**src/rtl/wb_port_arbiter.sv**
```systemverilog
// ---------------------------------------------------------------------------
// wb_port_arbiter
//
// This block shares the single register-file write port between two
// writeback sources:
//   - src0 is the ALU result.
//   - src1 is the load data.
//
// Arbitration is round-robin with a valid/ready handshake on each source.
// The grant is combinational. The winning source is registered into the
// mux select, address and data, so a write reaches the register file one
// cycle after its transfer. A transfer to register 0 is accepted, but its
// write enable is suppressed. A saturating counter records every cycle in
// which both sources request while the pipeline is not stalled.
//
// Ports:
//   clk, reset                 rising-edge clock, async active-high reset
//   stall                      while high, no grant is issued
//   src0_valid/addr/data       ALU writeback request
//   src0_ready                 combinational grant to src0
//   src1_valid/addr/data       load writeback request
//   src1_ready                 combinational grant to src1
//   mux_sel                    registered writeback mux select (0=src0, 1=src1)
//   rf_we, rf_waddr, rf_wdata  registered register-file write port
//   conflict_cnt               saturating count of contended cycles
// ---------------------------------------------------------------------------
module wb_port_arbiter #(
  parameter int DATA_W = 32,
  parameter int ADDR_W = 5,
  parameter int CNT_W  = 16
) (
  input  logic              clk,
  input  logic              reset,
  input  logic              stall,
  input  logic              src0_valid,
  input  logic [ADDR_W-1:0] src0_addr,
  input  logic [DATA_W-1:0] src0_data,
  output logic              src0_ready,
  input  logic              src1_valid,
  input  logic [ADDR_W-1:0] src1_addr,
  input  logic [DATA_W-1:0] src1_data,
  output logic              src1_ready,
  output logic              mux_sel,
  output logic              rf_we,
  output logic [ADDR_W-1:0] rf_waddr,
  output logic [DATA_W-1:0] rf_wdata,
  output logic [CNT_W-1:0]  conflict_cnt
);

  // Source granted by the most recent transfer. It resets to 1 so that
  // src0 wins the first contention.
  logic last_grant;
  logic xfer0;
  logic xfer1;
  logic contend;

  // NOTE: both readies get a default before any branch, so that no path
  // leaves them unassigned and no latch is inferred.
  always_comb begin
    src0_ready = 1'b0;
    src1_ready = 1'b0;
    if (!stall) begin
      // src0 wins when it is alone, or when src1 took the previous slot.
      // In every other case a valid src1 wins. At most one ready is high.
      if (src0_valid && (!src1_valid || last_grant)) begin
        src0_ready = 1'b1;
      end else if (src1_valid) begin
        src1_ready = 1'b1;
      end
    end
  end

  assign xfer0   = src0_valid && src0_ready;
  assign xfer1   = src1_valid && src1_ready;
  assign contend = src0_valid && src1_valid && !stall;

  // NOTE: sequential state uses non-blocking assignments only, so every
  // register samples the values from before the edge.
  always_ff @(posedge clk or posedge reset) begin
    if (reset) begin
      mux_sel    <= 1'b0;
      rf_we      <= 1'b0;
      rf_waddr   <= '0;
      rf_wdata   <= '0;
      last_grant <= 1'b1;
    end else begin
      // With no transfer, the write enable drops. Select, address, data
      // and last_grant keep their values.
      rf_we <= 1'b0;
      if (xfer0) begin
        mux_sel    <= 1'b0;
        rf_waddr   <= src0_addr;
        rf_wdata   <= src0_data;
        // A write to register 0 is acknowledged but never performed.
        rf_we      <= (src0_addr != '0);
        last_grant <= 1'b0;
      end else if (xfer1) begin
        mux_sel    <= 1'b1;
        rf_waddr   <= src1_addr;
        rf_wdata   <= src1_data;
        rf_we      <= (src1_addr != '0);
        last_grant <= 1'b1;
      end
    end
  end

  // The counter stops at all-ones and does not wrap.
  always_ff @(posedge clk or posedge reset) begin
    if (reset) begin
      conflict_cnt <= '0;
    end else if (contend && (conflict_cnt != '1)) begin
      conflict_cnt <= conflict_cnt + CNT_W'(1);
    end
  end

endmodule

```
**config.mk**
```make
export PLATFORM = sky130hd
export DESIGN_NAME = wb_port_arbiter
export DESIGN_NICKNAME = d
export VERILOG_FILES = /design/src/rtl/wb_port_arbiter.sv
export SDC_FILE = /design/constraint.sdc
export NUM_CORES = 1
export LEC_CHECK = 0
export CORE_ASPECT_RATIO = 0.5
export CORE_UTILIZATION = 43
export CTS_CLUSTER_SIZE = 24
export DETAILED_ROUTE_END_ITERATION = 10
export GPL_ROUTABILITY_DRIVEN = 0
export PLACE_DENSITY = 0.87
export SKIP_LAST_GASP = 1
export SYNTH_ARGS = -nofsm -noshare
export SYNTH_HDL_FRONTEND = slang
export SYNTH_SLANG_ARGS = --single-unit
export TNS_END_PERCENT = 30
```
**constraint.sdc**
```tcl
create_clock -name clk -period 3.7 [get_ports clk]
set_input_delay 0.74 -clock clk [delete_from_list [all_inputs] [get_ports clk]]
set_output_delay 0.74 -clock clk [all_outputs]
set_load 0.01 [all_outputs]
```
### Word level (Yosys, flattened, before mapping)

Index checks and enable logic that the tools add are counted.

| word-level totals | value |
|---|---|
| input port bits | 79 |
| logic and storage cells | 33 |
| output and inout port bits | 57 |
| flip-flop bits (word level) | 56 |

| cells by class | value |
|---|---|
| equal/unequal tests | 1 |
| add/subtract/negate cells | 1 |
| multiplexer cells | 13 |
| reductions and logical operators | 12 |

Operators with widths:

| kind | number |
|---|---|
| $mux 32 | 2 |
| $add 16x1->16 const B | 1 |
| $ne 16x16->1 const B | 1 |
| $mux 5 | 2 |
| $reduce_bool 5->1 | 2 |
| $mux 1 | 9 |
| $logic_and 1x1->1 | 6 |
| $logic_not 1->1 | 2 |
| $reduce_bool 2->1 | 1 |
| $logic_or 1x1->1 | 1 |

### Logic depth before layout (Yosys ltp)

Gate-level depths: netlist of run 1.

| depth | value |
|---|---|
| depth in word-level cells | 8 |
| depth in mapped cells | 6 |
| mapped depth without buffers | 5 |

### Worst setup path before layout of run 1

OpenSTA, ideal clock, no wires.

| timing path | value |
|---|---|
| kind | input to output |
| from | in src1_valid |
| to | out src1_ready |
| data required time | 2,960 ps |
| stages | 5 |
| buffers on the path | 2 |
| path slack | 1,384 ps |
| arrival | 1,576 ps |
| path through | nor2b_1 > nand2_1 > buf_2 > buf_2 > inv_1 |

| between the ends | value |
|---|---|
| word-level cells in the longest chain between the ends | 5 |
| elaborated cells on any way between the ends | 6 |

Ends and longest elaborated chain:

| what | RTL line | source |
|---|---|---|
| start: declaration | 39 | `input logic src1_valid,` |
| $logic_not 1->1 | 65 | `if (src0_valid && (!src1_valid \|\| last_grant)) begin` |
| $logic_or 1x1->1 | 65 |  |
| $logic_and 1x1->1 | 65 |  |
| $mux 1 * | 65 |  |
| $mux 1 * | 62 | `if (!stall) begin` |
| end: declaration | 42 | `output logic src1_ready,` |

Every way passes the cells marked *; elsewhere a longest branch is shown, timed or not.

### Worst setup path in the final report of run 1

Same ends and word-level chain as after synthesis.

==> results of run 1 <==
-- report_power, final --
part	total, mW	switching, mW	leakage, nW	internal (mW)
logic	0.615	0.241	1.21	0.374
clock network	0.527	0.209	0.0798	0.318
registers	0.824	0.0921	0.655	0.732
-- flip-flops by register name (all words and copies together) (netlist names) --
signal and count:
mux_sel 1, rf_waddr 5, rf_we 1, rf_wdata 32, last_grant 1, conflict_cnt 16
-- through the flow --
stage	util	cells	hold slack, ns
floorplan	-	249	0.496
global placement	0.710	447	0.495
detailed placement	0.710	447	0.506
CTS	0.740	455	0.516
global route	0.740	455	0.538
finish	0.740	455	0.522
-- cell type report --
type                       count  area (µm²)
multi-input combinational    175        1170
timing repair buffer         137        1370
inverter                       6        22.5
clock buffer                   5         125
tap                           73        91.3
sequential                    56        1400
fill                         439        1490
clock inverter                 3        42.5
-- cell usage in the layout (no fill, tap or decap), types with 2 or more instances in the layout --
| cell | count |
|---|---|
| clkdlybuf4s50_1 | 135 |
| dfrtp_1 | 55 |
| nor2_1 | 45 |
| mux2i_1 | 37 |
| a21oi_1 | 37 |
| xor2_1 | 9 |
| nand4_1 | 6 |
| xnor2_1 | 6 |
| inv_1 | 5 |
| nand3_1 | 5 |
| nor3_1 | 5 |
| clkbuf_16 | 5 |
| nand2_1 | 4 |
| and4_1 | 2 |
| or4_1 | 2 |
| buf_4 | 2 |
-- logic make-up (layout without fill, tap and decap cells) --
kind of cell,after synthesis,after routing,share of synthesized area
muxes,38,38,0.146
adders and majority gates,1,1,0.00473
buffers and inverters,18,151,0.0279
DFF,56,56,0.531
xor gates and xnor gates,15,15,0.0497
and+or+nand+nor,80,80,0.158
AOI/OAI and AO/OA,41,41,0.0833
-- worst max-delay path: cells and delay by family --
family / cells / cell delay [ns]
buf+inv: 3 / 1.18
simple gates: 2 / 0.39
-- routing by layer --
metal,routed length [µm],global-route usage
met5,0,0
met4,131,0.0677
met3,222,0.0383
met2,3770,0.426
met1,2910,0.251
-- how the worst min path moves through the flow --
stage                             endpoint  slack, ns  cells after the start
final                           last_grant       0.52                      2
after global routing       conflict_cnt[0]       0.54                      1
after CTS                 conflict_cnt[15]       0.52                      1
after detailed placement  conflict_cnt[15]       0.51                      1
after global placement             mux_sel       0.49                      2
after floorplan                 last_grant       0.50                      2
==> metrics, run 1 <==
Final Power=about 2 mW; most frequent cell after synthesis=dfrtp_1; # Max-Cap Violations=0; Clock Sinks=56; worst slack at placement=roughly 0.65 ns; worst flop-to-flop path endpoint=conflict_cnt[1]; H-tree levels=2; GR Util All Layers=0.219; global-route wire length before repair=between 10000 and 15000 µm; top-area cell type share of the netlist area=0.521; #FFs+latches synth=56; RSZ-0062 raised after global routing=no; Slew @ Worst Pin=between 1 and 1.5 ns; final WL=roughly 7000 µm; peak supply drop=~0.00027 V; Nets=461; chip width=about 110 µm; proportion of layout cells with a drive suffix above 1=0.0576; status=finished, final reports clean; CP max-delay cell=clkdlybuf4s50_1; Post-synth EDFFs=0; antenna-violating nets left=0; Port Buffer Count=between 100 and 150; root buf cell=clkbuf_16; largest net degree at the start of global routing=76; Reg clk slew, reported paths=~0.070 ns; Unique masters post-synth=32; HP Class=reg2reg; IO Pins=136; post-route cell area=between 4000 and 5000 µm²; reg2reg start=conflict_cnt[0]; min cycle time layout=~3 ns; LEAKAGE=between 1.5 and 2 nW; vias in the first global route=roughly 2400; arrival time worst endpoint=approximately 2.3 ns; Worst EP required=2.96 ns; diode count=0; Power Density=466 nW/µm²; DR vias/cell=about 5.2; DP Wirelength=~5300 µm; initial core utilization=0.463; total grt overflow=0; cts repair resizes=0; setup repair bufs after CTS=0; Crit. End Element=primary output; largest cells by area after synthesis=dfrtp_1 52%, mux2i_1 14%, a21oi_1 7.0%, nor2_1 6.4%, xor2_1 3.0%; Clock Latency Late Sink=approximately 0.29 ns; WS Path Type=in2out; Fmax achieved=roughly 330 MHz; Mapped Cells=between 200 and 250; TritonRoute pass-1 iters=4; post-synthesis sequential area ratio=0.531; post-route setup TNS=0 ns; Setup crit start kind=input port; Worst R2R Setup Slack=1.79 ns; Syn. warnings=0; R2R depth=5; max_slew headroom=0.247; drt drc=0; Mapped Area=between 2000 and 3000 µm²; Hold Path Origin=last_grant; final worst slack=roughly 0.64 ns; area leader, netlist=dfrtp_1; placed cell area=between 4000 and 5000 µm²; final number of hold-violating endpoints=0; CP Cell Sequence=clkdlybuf4s50_1 -> nor2b_1 -> nand2_2 -> inv_1 -> clkdlybuf4s50_1; Final Cycle Share=0.826; row cnt=19; Mapped Nets=between 300 and 400; Post-synth top cells=55 x dfrtp_1, 45 x nor2_1, 37 x a21oi_1, 37 x mux2i_1, 9 x xor2_1; Post-synth top flop=dfrtp_1; crit path max fanout=3; Slew Limit Fails=0; Synth Area per Inst=10.6 µm²; initial antenna violation count=0; via count=between 2000 and 2500; die area=~6500 µm²; DIE HEIGHT=57.4 µm; DRT iter0 DRCs=91; core area=5710 µm²; area growth from synthesis to layout=59.6%; Async SR Flop Fraction=1.00; Largest stage delay, worst path=~0.58 ns; Avg WL per Cell=15.5 µm; CP dominant cell by count=clkdlybuf4s50_1; critical path startpoint=src1_valid; CTS tree=done; CTS Buf Count=5; final setup fails=0; clock buffer depth=2; skew final=0.00619 ns; crit path to=src1_ready; cts hold-fix bufs=0
Note: power is estimated with default switching activity, not from simulation.
==> run 2: changes to the inputs <==
--- a/config.mk
+++ b/config.mk
@@ -6,11 +6,11 @@
 export NUM_CORES = 1
 export LEC_CHECK = 0
 export CORE_ASPECT_RATIO = 0.5
-export CORE_UTILIZATION = 43
+export CORE_UTILIZATION = 36
 export CTS_CLUSTER_SIZE = 24
 export DETAILED_ROUTE_END_ITERATION = 10
 export GPL_ROUTABILITY_DRIVEN = 0
-export PLACE_DENSITY = 0.87
+export PLACE_DENSITY = 0.78
 export SKIP_LAST_GASP = 1
 export SYNTH_ARGS = -nofsm -noshare
 export SYNTH_HDL_FRONTEND = slang
==> constraint.sdc (replaced) <==
create_clock -name clk -period 2.7 [get_ports clk]
set_input_delay 0.54 -clock clk [delete_from_list [all_inputs] [get_ports clk]]
set_output_delay 0.54 -clock clk [all_outputs]
set_load 0.01 [all_outputs]
==> metrics, run 2 (synthesized netlist as in run 1, its figures left out) <==
Clock Latency Late Sink=0.29 ns (about the same); Slew @ Worst Pin=0.698 ns (-0.430 ns); arrival time worst endpoint=2.03 ns (-0.29 ns); CTS tree=done; post-route setup TNS=0 ns (unchanged); Setup crit start kind=input port; RSZ-0062 raised after global routing=no; Reg clk slew, reported paths=0.07 ns (about the same); most frequent cells in the layout=135 x clkdlybuf4s50_1, 55 x dfrtp_1, 45 x nor2_1; Crit. End Element=primary output; worst flop-to-flop path endpoint=conflict_cnt[1]; Fmax achieved=389 MHz; cts hold-fix bufs=0 (unchanged); Final Cycle Share=0.952; Worst Hold End=mux_sel; Slew Limit Fails=0 (unchanged); total grt overflow=0 (unchanged); Port Buffer Count=135 (unchanged); core area=6880 µm² (+21%); row cnt=21 (+2); HP Class=reg2reg; status=finished, final reports clean; CTS Buf Count=5 (unchanged); diode count=0 (unchanged); TritonRoute pass-1 iters=4 (unchanged); Biggest register=rf_wdata; vias in the first global route=2394 (-1.9%); DP Wirelength=5440 µm (+3.0%); Nets=463 (+0.43%); clock buffer depth=2 (unchanged); Clock Sinks=56 (unchanged); largest registers=rf_wdata: 32 flops, conflict_cnt: 16 flops, rf_waddr: 5 flops; antenna-violating nets left=0 (unchanged); reg2reg start=conflict_cnt[0]; WS Path Type=in2out; initial core utilization=0.384 (-0.0793); Hold Path Origin=mux_sel; final worst slack=0.129 ns (-0.514 ns); hold slack final=0.505 ns (-0.0177 ns); Avg WL per Cell=15.1 µm (-2.6%); chip width=123 µm (+9.1%); global-route wire length before repair=11500 µm (+3.1%); placed insts=468 (+4.7%); H-tree levels=2 (unchanged); area growth from synthesis to layout=60.9%; drt drc=0 (unchanged); setup repair bufs after CTS=0 (unchanged); # Max-Cap Violations=0 (unchanged); final number of hold-violating endpoints=0 (unchanged); initial antenna violation count=0 (unchanged); skew final=0.00319 ns (-0.00300 ns); peak supply drop=0.000345 V (+26%); min cycle time layout=between 2 and 3 ns; final WL=7180 µm (+1.9%); DR vias/cell=4.82 (-8.1%); DIE HEIGHT=62.6 µm (+9.0%); final cell count without fillers=476 (+4.6%); hold path cells=2 (unchanged); most common cell after layout, fill and taps aside=clkdlybuf4s50_1; final setup fails=0 (unchanged); worst slack at placement=0.136 ns (-0.517 ns); proportion of layout cells with a drive suffix above 1=0.0625 (+0.00491); max_slew headroom=0.534 (+0.287); LEAKAGE=1.95 nW (+0.57%); IO Pins=136 (unchanged); DRT iter0 DRCs=71 (-22%); largest net degree at the start of global routing=76 (unchanged); Power Density=617 nW/µm² (+32%); via count=2292 (-3.9%); Worst R2R Setup Slack=0.85 ns (-0.94 ns); R2R depth=5 (unchanged); Worst EP required=2.16 ns (-0.80 ns); flip-flop count of the largest register after layout=32 (unchanged); cts repair resizes=0 (unchanged); die area=7710 µm² (+19%); root buf cell=clkbuf_16; GR Util All Layers=0.194 (-0.0251); crit path max fanout=3 (unchanged)
-- run 2: critical path, stage by stage --
cell and delay (ns):
clkdlybuf4s50_1 0.49, nor2b_1 0.25, nand2_2 0.12, inv_1 0.09, clkdlybuf4s50_1 0.53
-- run 2: cell type report --
| type | instances | area [µm²] |
|---|---|---|
| clock buffers | 6 | 139 |
| inverters | 6 | 22.5 |
| fillers | 563 | 2630 |
| flip-flops and latches | 56 | 1400 |
| repair buffers | 139 | 1390 |
| well taps | 92 | 115 |
| multi-input cells | 175 | 1170 |
| clock inverters | 2 | 10.0 |
-- run 2: routing by layer --
| metal | vias up | share of wire | global-route usage |
|---|---|---|---|
| met5 | - | 0 | 0 |
| met4 | 0 | 0.0077 | 0.0452 |
| met3 | 6 | 0.028 | 0.0365 |
| met2 | 41 | 0.53 | 0.362 |
| met1 | 1111 | 0.43 | 0.229 |
| li1 | 1134 | - | - |
-- run 2: worst max-delay path by stage --
stage                          start    endpoint  cells after the start
final                     src1_valid  src1_ready                      5
after global placement    src1_valid  src1_ready                      5
after global routing      src1_valid  src1_ready                      5
after floorplan           src1_valid  src1_ready                      5
after CTS                 src1_valid  src1_ready                      5
after detailed placement  src1_valid  src1_ready                      5
-- run 2: report_power, final --
group | switching, mW | leakage [nW] | total, mW | internal (mW)
clock | 0.285 | 0.0766 | 0.651 | 0.366
combinational | 0.326 | 1.22 | 0.841 | 0.515
sequential | 0.128 | 0.655 | 1.13 | 1.00
-- run 2: stage by stage --
step | area [µm²] | power [mW] | utilization
finish | 4250 | 2.62 | 0.618
global placement | 4100 | 1.96 | 0.596
CTS | 4250 | 2.66 | 0.618
floorplan | 2640 | 1.47 | -
global route | 4250 | 2.76 | 0.618
detailed placement | 4100 | 2.00 | 0.596
==> RTL change 1, RTL diff (settings of run 2) <==
Set the parameter `CNT_W` to 14 (it was 16).
--- a/src/rtl/wb_port_arbiter.sv
+++ b/src/rtl/wb_port_arbiter.sv
@@ -28,5 +28,5 @@
   parameter int DATA_W = 32,
   parameter int ADDR_W = 5,
-  parameter int CNT_W  = 16
+  parameter int CNT_W  = 14
 ) (
   input  logic              clk,
Ports: changed (resized conflict_cnt); port bits go from 136 to 134. No check against the original RTL was run, so the function may have changed too.
==> RTL change 1 against run 2 <==
Worst setup slack gained 0.095 ns; synthesized cell count shrank 3.2%; design area shrank 3.1%; sequential cell count shrank 2; combinational power shrank 2.6%; via count shrank 2.9%; core utilization shrank 1.0 points; routed wire length shrank 7.1%; clock skew grew 0.0023 ns; total power shrank 2.8%; synthesized area shrank 3.1%; cell count shrank 2.3%.
==> RTL change 1: results (changes against run 2) <==
stage;metric;value;unit;change
detailed_routing;Met3 Routed Length;205;µm;+1.5%
cts;Root Driver;clkbuf_16;;
cells_and_area;Multi-In Gates;169;;-3.4%
synth;Synth Area in Adders;0.00489;;+0.000153
power;switching component of the power;710;µW;-3.9%
power;sequential power share;0.427;;-0.004
placed_design;pre-CTS setup slack;0.217;ns;+0.0819 ns
synth;XOR/XNOR share of the synthesized area;0.0342;;-0.0155
detailed_routing;DR WL met2;3610;µm;-6.0%
grt;vias in the first global route;2237;;-6.6%
cells_and_area;layout cells sized above 1;0.0643;;+0.00184
critical_path;WP data arrival;1.94;ns;-0.09 ns
detailed_routing;DRT iter0 DRCs;103;;+45%
synth;unique cell type count in the Yosys netlist;34;;+6.3%
cells_and_area;Seq Cell Count;54;;-3.6%
cells_and_area;Signal buf overhead;0.330;;+0.00276
detailed_routing;drt via density;4.79;;-0.58%
grt;GRT Util Overall;0.178;;-0.0158
floorplan;Die ar.;7480;µm²;-3.0%
critical_path;reg-to-reg setup timing slack;0.95;ns;+0.10 ns
power;Combinational Power;819;µW;-2.6%
synth;Synth Area in Compound Gates;0.0801;;-0.00318
synth;Post-Syn Area per Cell;10.6;µm²;about the same
cells_and_area;Layout clock area frac;0.0355;;+0.000530
grt;met2 Usage GRT;0.341;;-0.0208
grt;first-pass GRT wire length;10200;µm;-11%
cells_and_area;Post-Layout Cell Count;465;;-2.3%
cells_and_area;Regs by FF count;rf_wdata (32), conflict_cnt (14), rf_waddr (5);;
timing;worst slew pin tran;0.693;ns;-0.00550 ns
critical_path;CP max FO;5;;+2
grt;met3 global-route usage;0.0417;;+0.00517
timing;Max Clk Rate;404;MHz;+3.8%
synth;Seq/Total Area, Yosys;0.528;;-0.00244
synth;Ys Warns;0;;unchanged
cells_and_area;Non-CTS buffers;137;;-1.4%
detailed_routing;Total Wirelength;6670;µm;-7.1%
placed_design;post-DP HPWL;5050;µm;-7.3%
synth;multiplexer share of the synthesized area;0.164;;+0.0179
synth;Synth area leaders;dfrtp_1, mux2i_1, a21oi_1;;
synth;post-synth net total;321;;-2.4%
timing;WHS;0.500;ns;-0.00426 ns
run_status;status;completed;;
placed_design;Placed Area;3970;µm²;-3.2%
timing;Final Skew;0.00549;ns;+0.00230 ns
cells_and_area;clk_buf instances;8;;+2
detailed_routing;M1 WL;2740;µm;-11%
synth;Synth top cells by count;dfrtp_1, nor2_1, a21oi_1, mux2i_1, xnor2_1;;
cells_and_area;Non-CTS inverters;5;;-1
cells_and_area;Reg area;1350;µm²;-3.6%
cells_and_area;# fillers;577;;+2.5%
cells_and_area;multi-input logic area;1120;µm²;-3.9%
critical_path;slowest stage delay, CP;0.56;ns;+0.03 ns
[RTL change 1: cell types whose count changed after synthesis, sizes merged, moves of 3 or more]
cell and delta:
xor2 -8, and3 +5, buf +5, nor3 -5, clkbuf -4, nor2 -4
mux2 +3, xnor2 +3
[RTL change 1: kinds of logic after synthesis]
kind of cell,count (synthesis)
simple gates,77
buf+inv,18
flops,54
xor+xnor,10
mux,41
compound gates,40
fa+ha+maj,1
[RTL change 1: worst reg2reg max path, stage by stage (launching register included)]
cell	delay, ns
dfstp_2	0.56
nand2_1	0.07
nand2_2	0.08
buf_4	0.52
mux2i_1	0.28
a21oi_1	0.09
[RTL change 1: path summary, 6_finish.rpt]
kind / from / to / cells past startpoint
setup / recovery: stall / src1_ready / 5
hold / removal: conflict_cnt[7] / conflict_cnt[7] / 1
setup reg to reg: last_grant / rf_wdata[15] / 5
hold reg to reg: conflict_cnt[7] / conflict_cnt[7] / 1
max in group asynchronous: reset / last_grant / 3
min in group asynchronous: reset / rf_wdata[1] / 2
==> RTL change 2, RTL diff (settings of run 2) <==
Made on the original files. Make the reset (`reset`) synchronous in 2 clocked blocks. Comments in the files are not updated.
--- a/src/rtl/wb_port_arbiter.sv
+++ b/src/rtl/wb_port_arbiter.sv
@@ -77,5 +77,5 @@
   // NOTE: sequential state uses non-blocking assignments only, so every
   // register samples the values from before the edge.
-  always_ff @(posedge clk or posedge reset) begin
+  always_ff @(posedge clk) begin
     if (reset) begin
       mux_sel    <= 1'b0;
@@ -106,5 +106,5 @@
 
   // The counter stops at all-ones and does not wrap.
-  always_ff @(posedge clk or posedge reset) begin
+  always_ff @(posedge clk) begin
     if (reset) begin
       conflict_cnt <= '0;
Formal check against the unedited RTL: differs if reset is asserted again (counterexample within 4 cycles, from zero or initial values and one cycle with reset high); with reset held inactive, the same outputs for 10 cycles.
==> RTL change 2 against run 2 <==
Non-clock buffer count rose by 2; via count is 22% higher; synthesized area fell by 3.4%; routed wire length up 5.9%; worst hold slack got worse by 0.025 ns; highest routed layer unchanged; synthesized cell count increased by 30%; cell count grew 13%; design area shrank 3.1%; core utilization shrank 1.0 points; first-iteration DRC count is 120% higher; worst setup slack gained 0.020 ns; sequential cell count did not move.
Power is not compared: it rests on default switching activity, and its combinational part moved more than twofold at a synthesized area within 25%.
==> RTL change 2: results (changes against run 2) <==
stage;metric;value;unit;change
grt;GRT Util Overall;0.204;;+0.00980
run_status;status;completed;;
synth;Synth Area in Compound Gates;0.193;;+0.109
detailed_routing;Total Wirelength;7600;µm;+5.9%
cts;Clock Latency Late Sink;0.30;ns;
placed_design;post-DP HPWL;5300;µm;-2.6%
critical_path;source of the worst register-to-register timing path;conflict_cnt[1];;
cts;CTS H-tree lvls;2;;unchanged
synth;Seq/Total Area, Yosys;0.439;;-0.0915
placed_design;Placed Area;3970;µm²;-3.3%
synth;XOR/XNOR share of the synthesized area;0.00343;;-0.0463
grt;met1 global-route usage;0.250;;+0.0213
cells_and_area;# fillers;612;;+8.7%
cells_and_area;Regs by FF count;rf_wdata (32), conflict_cnt (16), rf_waddr (5);;
critical_path;CP max FO;5;;+2
cts;post-CTS setup buffers;0;;unchanged
critical_path;top cell family by delay on the critical path;buffers and inverters;;
synth;multiplexer share of the synthesized area;0.0216;;-0.124
timing;worst slew pin tran;0.841;ns;+0.142 ns
cts;CTS Buf Count;5;;unchanged
cells_and_area;ant diodes;0;;unchanged
timing;Final Skew;0.00556;ns;+0.00237 ns
detailed_routing;drt via density;5.17;;+7.3%
grt;pin count of the biggest net entering global routing;76;;unchanged
grt;first-pass GRT wire length;11700;µm;+1.1%
grt;met2 Usage GRT;0.356;;-0.00581
cells_and_area;final net count;527;;+14%
grt;met3 global-route usage;0.0435;;+0.00702
detailed_routing;DRT iter0 DRCs;157;;+120%
synth;Synth area leaders;dfxtp_1, a311oi_1, nand2_1;;
synth;Synth Area in Adders;0.00490;;+0.000167
critical_path;Reg2Reg Depth;5;;unchanged
critical_path;Slowest-stage cell, CP;clkdlybuf4s50_1;;
cts;post-CTS sizing;0;;unchanged
detailed_routing;router iterations before antenna repair;4;;unchanged
placed_design;PortBufs;135;;unchanged
synth;post-synth net total;403;;+22%
synth;share of synthesized flip-flops with an asynchronous set or reset;0;;-1.00
min_path;Worst Min Path Start;rf_wdata[8];;
cts;clk buf depth;2;;unchanged
grt;vias in the first global route;2362;;-1.3%
critical_path;slowest stage delay, CP;0.56;ns;+0.03 ns
critical_path;WP data arrival;2.01;ns;-0.02 ns
synth;unique cell type count in the Yosys netlist;34;;+6.3%
critical_path;worst setup path startpoint;src1_valid;;
synth;Synth top cells by count;nand2_1, dfxtp_1, nor2_1;;
cells_and_area;layout cells sized above 1;0.0447;;-0.0178
RTL change 2: cell count changes in the layout (fill, tap and decap cells not counted), sizes merged, moves of 5 or more:
cell and change:
nand2 +79, a311oi +37, o31ai +5, dfrtp -55, xnor2 -6, a21oi -28
xor2 -8, nor2b +5, dfxtp +56, mux2i -36
RTL change 2: cells by family after synthesis:
kind of cell / after synthesis
and+or+nand+nor: 170
AOI/OAI and AO/OA: 61
DFF: 56
buffers and inverters: 29
muxes: 5
xor gates and xnor gates: 1
adders and majority gates: 1
RTL change 2: area by class of cell:
class / count / area share
repair buffers: 141 / 0.338
multi-input cells: 238 / 0.321
flip-flops and latches: 56 / 0.272
clock buffers: 7 / 0.0370
well taps: 92 / 0.0279
inverters: 5 / 0.00456
RTL change 2: where the power goes:
| part | switching [mW] | total [mW] | internal [mW] |
|---|---|---|---|
| clock | 0.288 | 0.678 | 0.390 |
| combinational | 0.155 | 0.383 | 0.228 |
| sequential | 0.0249 | 0.901 | 0.876 |
RTL change 2: per-stage QoR:
| stage | total power, mW | instances | setup WS [ns] | hold WS (ns) | utilization |
|---|---|---|---|---|---|
| 2_1_floorplan | 1.06 | 323 | 0.717 | 0.482 | - |
| 3_3_place_gp | 1.30 | 532 | 0.163 | 0.469 | 0.585 |
| 3_5_place_dp | 1.30 | 532 | 0.147 | 0.468 | 0.585 |
| 4_1_cts | 1.98 | 539 | 0.135 | 0.483 | 0.608 |
| 5_1_grt | 2.05 | 539 | 0.0488 | 0.498 | 0.608 |
| 6_report | 1.96 | 539 | 0.149 | 0.480 | 0.608 |
RTL change 2: final timing paths:
kind,end,slack [ns]
max,src1_ready,0.15
min,rf_wdata[8],0.48
max reg2reg,conflict_cnt[13],0.46
min reg2reg,rf_wdata[8],0.48
RTL change 2: worst min-delay path: stages, from the launching register on:
cell and delay, ns:
dfxtp_1 0.31, nand2_1 0.05, a311oi_1 0.08
RTL change 2: metal layers:
metal	share of wire	wire length, µm	vias up
li1	-	-	1391
met1	0.45	3400	1303
met2	0.49	3750	76
met3	0.038	286	16
met4	0.021	163	0
met5	0	0	-
